<file path="src/rtl/ffe_tap_line.sv">
// rtl/ffe_tap_line.sv - FFE sample delay line that sweeps its taps to the MAC after each accepted sample
module ffe_tap_line #(
    parameter int DATA_WIDTH = 12,
    parameter int DEPTH      = 8,
    parameter int ADDR_SIZE  = $clog2(DEPTH),
    parameter int CNT_W      = $clog2(DEPTH + 1)
) (
    input  logic                         ffe_clk,
    input  logic                         rst,
    input  logic                         flush,
    input  logic [CNT_W-1:0]             num_taps,
    input  logic                         in_valid,
    input  logic signed [DATA_WIDTH-1:0] in_data,
    output logic                         in_ready,
    output logic                         tap_valid,
    input  logic                         tap_ready,
    output logic signed [DATA_WIDTH-1:0] tap_data,
    output logic [ADDR_SIZE-1:0]         tap_idx,
    output logic                         tap_last,
    output logic [CNT_W-1:0]             fill_cnt,
    output logic                         primed
);

    typedef enum logic {IDLE, SWEEP} state_t;

    localparam logic [CNT_W-1:0] DEPTH_C = CNT_W'(DEPTH);

    state_t                         r_state;
    logic signed [DATA_WIDTH-1:0]   r_mem [DEPTH];
    logic [CNT_W-1:0]               r_fill;
    logic [CNT_W-1:0]               r_n_eff;
    logic [ADDR_SIZE-1:0]           r_idx;

    logic                           w_accept;
    logic                           w_in_fill;
    logic [CNT_W-1:0]               w_n_clamp;

    assign w_n_clamp = (num_taps == '0 || num_taps > DEPTH_C) ? DEPTH_C : num_taps;
    assign in_ready  = (r_state == IDLE) && !flush;
    assign w_accept  = in_valid && in_ready;

    // Tap outputs decode straight from registered state, so they hold while tap_ready is low.
    assign tap_valid = (r_state == SWEEP);
    assign w_in_fill = CNT_W'(r_idx) < r_fill;
    assign tap_idx   = tap_valid ? r_idx : '0;
    assign tap_data  = (tap_valid && w_in_fill) ? r_mem[r_idx] : '0;
    assign tap_last  = tap_valid && (CNT_W'(r_idx) == r_n_eff - CNT_W'(1));
    assign fill_cnt  = r_fill;
    assign primed    = (r_fill == DEPTH_C);

    always_ff @(posedge ffe_clk or posedge rst) begin
        if (rst) begin
            r_state <= IDLE;
            r_fill  <= '0;
            r_n_eff <= DEPTH_C;
            r_idx   <= '0;
            for (int i = 0; i < DEPTH; i++) begin
                r_mem[i] <= '0;
            end
        end else if (flush) begin
            r_state <= IDLE;
            r_fill  <= '0;
            r_idx   <= '0;
            for (int i = 0; i < DEPTH; i++) begin
                r_mem[i] <= '0;
            end
        end else begin
            case (r_state)
                IDLE: begin
                    if (w_accept) begin
                        r_mem[0] <= in_data;
                        for (int i = 1; i < DEPTH; i++) begin
                            r_mem[i] <= r_mem[i-1];
                        end
                        if (r_fill != DEPTH_C) begin
                            r_fill <= r_fill + CNT_W'(1);
                        end
                        r_n_eff <= w_n_clamp;
                        r_idx   <= '0;
                        r_state <= SWEEP;
                    end
                end
                SWEEP: begin
                    if (tap_ready) begin
                        if (tap_last) begin
                            r_state <= IDLE;
                        end else begin
                            r_idx <= r_idx + ADDR_SIZE'(1);
                        end
                    end
                end
                default: r_state <= IDLE;
            endcase
        end
    end

endmodule

</file>
<file path="config.mk">
export PLATFORM = sky130hd
export DESIGN_NAME = ffe_tap_line
export DESIGN_NICKNAME = d
export VERILOG_FILES = /design/src/rtl/ffe_tap_line.sv
export SDC_FILE = /design/constraint.sdc
export NUM_CORES = 1
export LEC_CHECK = 0
export CAP_MARGIN = 20
export CORE_AREA = 2 2 113 115
export CTS_BUF_LIST = sky130_fd_sc_hd__clkbuf_8
export DETAILED_ROUTE_END_ITERATION = 8
export DIE_AREA = 0 0 115 117
export PLACE_DENSITY_LB_ADDON = 0.12
export SKIP_CTS_REPAIR_TIMING = 1
export SYNTH_ARGS = -nofsm -noshare
export SYNTH_HDL_FRONTEND = slang
export SYNTH_SLANG_ARGS = --single-unit
</file>
<file path="constraint.sdc">
create_clock -name ffe_clk -period 7.65 [get_ports ffe_clk]
set_clock_uncertainty 0.2 [all_clocks]
set_input_delay 0.765 -clock ffe_clk [delete_from_list [all_inputs] [get_ports ffe_clk]]
set_output_delay 0.765 -clock ffe_clk [all_outputs]
set_load 0.005 [all_outputs]
</file>
Word-level counts from Yosys, hierarchy flattened
Cells that the tools add are included.
- add/sub/neg operators: 3
- $lt $le $gt $ge: 3
- eq/ne operators: 7
- multiplexer cells: 23
- bitwise gates (word level): 3
- reduce and logical (&&, ||, !) cells: 13
- operators with widths (cell ; number):
    $mux W96 ; 3
    $bmux W12 S3 ; 1
    $mux W12 ; 3
    $mux W4 ; 5
    $mux W3 ; 5
    $ne A3 B3 Y1 const B ; 3
    $reduce_and A3 Y1 ; 3
    $pmux W3 S2 ; 1
    $add A4 B1 Y4 const B ; 1
    $eq A3 B4 Y1 ; 1
    $eq A4 B4 Y1 const B ; 1
    $ge A4 B4 Y1 const B ; 1
    $gt A4 B4 Y1 const B ; 1
    $logic_and A1 B1 Y1 ; 4
    $logic_not A4 Y1 ; 1
    $lt A3 B4 Y1 ; 1
    $mux W1 ; 4
    $ne A4 B4 Y1 const B ; 1
    $not A3 Y4 ; 1
    $reduce_bool A2 Y1 ; 2
    $sub A4 B1 Y4 const B ; 1
    $add A3 B1 Y3 const B ; 1
    $ne A2 B2 Y1 const B ; 1
    $not A1 Y1 ; 2
    4 further kinds ; 4
- register bits after elaboration: 108
- input bits: 21
- word-level logic and storage cells: 64

Logic depth before layout (Yosys ltp)
- depth after elaboration: 7
- gate-level depth with buffers: 6

Worst setup path before layout
Ideal clock, no wire load.
- kind: reg-to-output
- start: register r_fill[1] (netlist: fill_cnt[1])
- end: output tap_data[10]
- arrival time: 1.544 ns
- setup slack: 5.141 ns
- cell stages (with the launch flop): 7
- buffers on the path: 1
- cells stage by stage: dfrtp_1 inv_1 ha_1 a21o_1 a21o_1 clkbuf_1 a211oi_1
- word-level cells in the longest chain between the ends: 3
- RTL lines (element ; line ; RTL):
    start: declaration ; 30 ; logic [CNT_W-1:0] r_fill;
    start signal: assignment ; 76 ; r_fill <= r_fill + CNT_W'(1);
    $lt A3 B4 Y1 ; 44 ; assign w_in_fill = CNT_W'(r_idx) < r_fill;
    $logic_and A1 B1 Y1 ; 46 ; assign tap_data = (tap_valid && w_in_fill) ? r_mem[r_idx] : '0;
    $mux W12 ; 46 ;
    end: declaration ; 17 ; output logic signed [DATA_WIDTH-1:0] tap_data,
Every way passes these cells.

Worst setup path in the final report
- start: register r_idx[2]
- end: output tap_data[2]
- word-level cells in the longest chain between the ends: 5
- elaborated cells on any way between the ends: 7
- those cells by class: order compare (1); mux (4); bitwise (1); reduce/logical (1)
- RTL lines (element ; line ; RTL):
    start: declaration ; 32 ; logic [ADDR_SIZE-1:0] r_idx;
    start signal: assignment ; 88 ; r_idx <= r_idx + ADDR_SIZE'(1);
    $not A3 Y4 (implied by the code) ; 46 ;
    $bmux W12 S3 ; 46 ;
    $mux W12 (implied by the code) (2 in a row) ; 46 ;
    $mux W12 * ; 46 ;
Every way passes the cells marked *; elsewhere a longest branch is shown, timed or not. The select of a mux whose other input is x is not followed.

==> results.sh <==
export IMPL_status="finished, final reports clean"
export IMPL_rsz0062_at_grt="false"
export IMPL_dp_cells=712
export IMPL_drt_iter0_markers=280
export IMPL_setup_tns_ns=0
export IMPL_fillers=1161
export IMPL_vdd_drop_max_mv=0.104
export IMPL_grt_pass1_wl_mm=19.8
export IMPL_maxSlewViolCount=0
export IMPL_vias=3984
export IMPL_core_area_mm2=0.0123
export IMPL_htreeDepth=3
export IMPL_grt_overflow=0
export IMPL_rows=41
export IMPL_finalWeightedCongestion=0.714
export IMPL_worst_setup_path_end_kind="primary output"
export IMPL_final_area_mm2=0.00598
export IMPL_cts_tree="built"
export IMPL_fin_util=0.486
export IMPL_synth_seq_cells=108
export IMPL_instances_no_fill=727
export IMPL_initial_core_util=0.435
export IMPL_hold_ws_ns=0.327
export IMPL_area_delta_synth_final_pct=11.6
export IMPL_max_freq_mhz=250
export IMPL_crit_required_ns=6.68
export IMPL_dp_slack_ns=4.01
export IMPL_syn_instance_count=562
export IMPL_drive_gt1_frac=0.0884
export IMPL_ant_nets=0
export IMPL_fin_crit_sh=0.522
export IMPL_cp_start_kind="flip-flop"
export IMPL_portBuffers=43
export IMPL_die_w_um=115
export IMPL_cellLeakagePower_nw=2.32
export IMPL_grt_max_degree=111
export IMPL_p_per_area_mw_per_mm2=172
export IMPL_cts_buffers_inserted=9
export IMPL_grt_pass1_vias=3875
export IMPL_syn_cell_area_mm2=0.00536
export IMPL_path_cells="ha_1 -> a21o_1 -> a211oi_1 -> clkdlybuf4s50_1"
export IMPL_relSlewSlack=0.294
export IMPL_clock_tree_root_cell="clkbuf_8"
export IMPL_finalCriticalPeriod_ns=3.99
export IMPL_synth_area_per_cell_um2=9.53
export IMPL_clk_latency_ns=0.37
export IMPL_total_power_mw=1.03
export IMPL_critical_path_class="reg2out"
export IMPL_viasPerCell=5.48
export IMPL_tightest_slew_ns=1.06
export IMPL_dieArea_mm2=0.0135
export IMPL_nNetsFinal=601
export IMPL_syn_nets=589
export IMPL_synth_distinct_cells=32
export IMPL_slowest_delay_ns=0.98
export IMPL_placed_cell_area_mm2=0.00580
export IMPL_place_hpwl_mm=6.92
export IMPL_totalWireLength_mm=12.0
export IMPL_cts_sinks=108
export IMPL_setup_ws_ns=3.66
export IMPL_multiInputGateArea_mm2=0.00242
export IMPL_clk_pin_slew_ns=0.09
export IMPL_cap_violations=0
export IMPL_yosysWarnings=0
export IMPL_hold_violations=0
export IMPL_path_max_fanout=17
export IMPL_worstPathArrival_ns=3.03
export IMPL_antenna_found_initial=0
export IMPL_grt_util_all_layers=0.187
export IMPL_boundaryPins=44
export IMPL_clock_path_buffers=2
export IMPL_drtPass1Iterations=4
export IMPL_diodes=0
export IMPL_hold_class="reg2reg"
export IMPL_seq_area_mm2=0.00271
export IMPL_finalSetupViolCount=0
export IMPL_die_h_um=117
export IMPL_wl_per_cell_um=16.5
export IMPL_synth_seq_area_share=0.505
export IMPL_cpMaxStageDelayCell="dfrtp_1"
export IMPL_drc=0
## Yosys cell counts, drive strengths merged
library cell,count,area [um2]
mux4,24,541
nor3b,2,15.0
nand4,1,6.26
dfrtp,107,2680
nand2,196,736
clkbuf,26,97.6
nand3,3,15.0
ha,6,75.1
nand3b,6,45.0
xor3,1,23.8
buf,20,120
a211oi,13,97.6
o31a,1,8.76
o21ai,3,15.0
nor3,3,20.0
inv,9,33.8
nor2,10,37.5
mux2,2,22.5
nand2b,2,12.5
xnor2,5,43.8
dfstp,1,26.3
and2,4,25.0
nor4,1,6.26
a21oi,100,504
nor2b,1,6.26
mux2i,13,130
a21o,2,15.0
## worst max-delay path: cells and delay by family (launching register included)
kind	cells	cell delay, ns
buffers and inverters	1	0.56
adders and majority gates	1	0.38
AOI/OAI and AO/OA	2	0.73
DFF	1	0.98
## layer usage
metal / vias up / global-route usage / wire length (um)
met3: 9 / 0.0299 / 507
li1: 1911 / - / -
met2: 70 / 0.303 / 5810
met4: 0 / 0.0434 / 116
met1: 1994 / 0.268 / 5520
met5: - / 0 / 0
## power breakdown
group	switching, mW	internal (mW)
clock	0.186	0.121
sequential	0.0172	0.582
combinational	0.0738	0.0456
total	0.277	0.749
## path summary, 6_finish.rpt
kind / from / end / slack [ns] / cells after the start
max reg2reg: r_idx[2]$_DFFE_PP0P_ / r_idx[0]$_DFFE_PP0P_ / 5.19 / 4
max: r_idx[2]$_DFFE_PP0P_ / tap_data[2] / 3.66 / 4
min in group asynchronous: rst / r_n_eff[2]$_DFFE_PP0P_ / 0.63 / 2
min: r_mem[7]$_DFFE_PP0P_ / r_mem[7]$_DFFE_PP0P_ / 0.33 / 2
min reg2reg: r_mem[7]$_DFFE_PP0P_ / r_mem[7]$_DFFE_PP0P_ / 0.33 / 2
max in group asynchronous: rst / r_mem[20]$_DFFE_PP0P_ / 5.39 / 3
## cell type report
cell class                 instances  area share
inverter                           9     0.00607
clock inverter                     4     0.00314
sequential                       108       0.452
tap                              150      0.0314
multi-input combinational        399       0.404
timing repair buffer              47      0.0799
clock buffer                      10      0.0230
## flip-flops by register name (all words and copies together) (netlist names)
| name | cells |
|---|---|
| r_mem | 96 |
| tap_valid | 1 |
| r_n_eff | 4 |
| fill_cnt | 4 |
| r_idx | 3 |
## cells in the final DEF, fill, tap and decap left out, types with 4 or more instances in the layout
| cell | n |
|---|---|
| nand2_1 | 196 |
| dfrtp_1 | 106 |
| a21oi_1 | 99 |
| clkdlybuf4s50_1 | 42 |
| mux4_2 | 24 |
| mux2i_1 | 13 |
| a211oi_1 | 13 |
| nor2_1 | 10 |
| clkbuf_8 | 10 |
| inv_1 | 9 |
| nand3b_1 | 6 |
| ha_1 | 6 |
| xnor2_1 | 5 |
| and2_1 | 4 |
| buf_4 | 4 |
## cells by family (layout without fill, tap and decap cells)
family / count (synthesis) / in the layout / share of synthesized area
adder cells (fa/ha/maj): 6 / 6 / 0.0140
AND/OR/NAND/NOR: 229 / 229 / 0.173
XOR/XNOR: 6 / 6 / 0.0126
buffers and inverters: 55 / 70 / 0.0469
AO/OA/AOI/OAI: 119 / 119 / 0.120
multiplexers: 39 / 39 / 0.129
flip-flops: 108 / 108 / 0.505
Note: power is estimated with default switching activity, not from simulation.
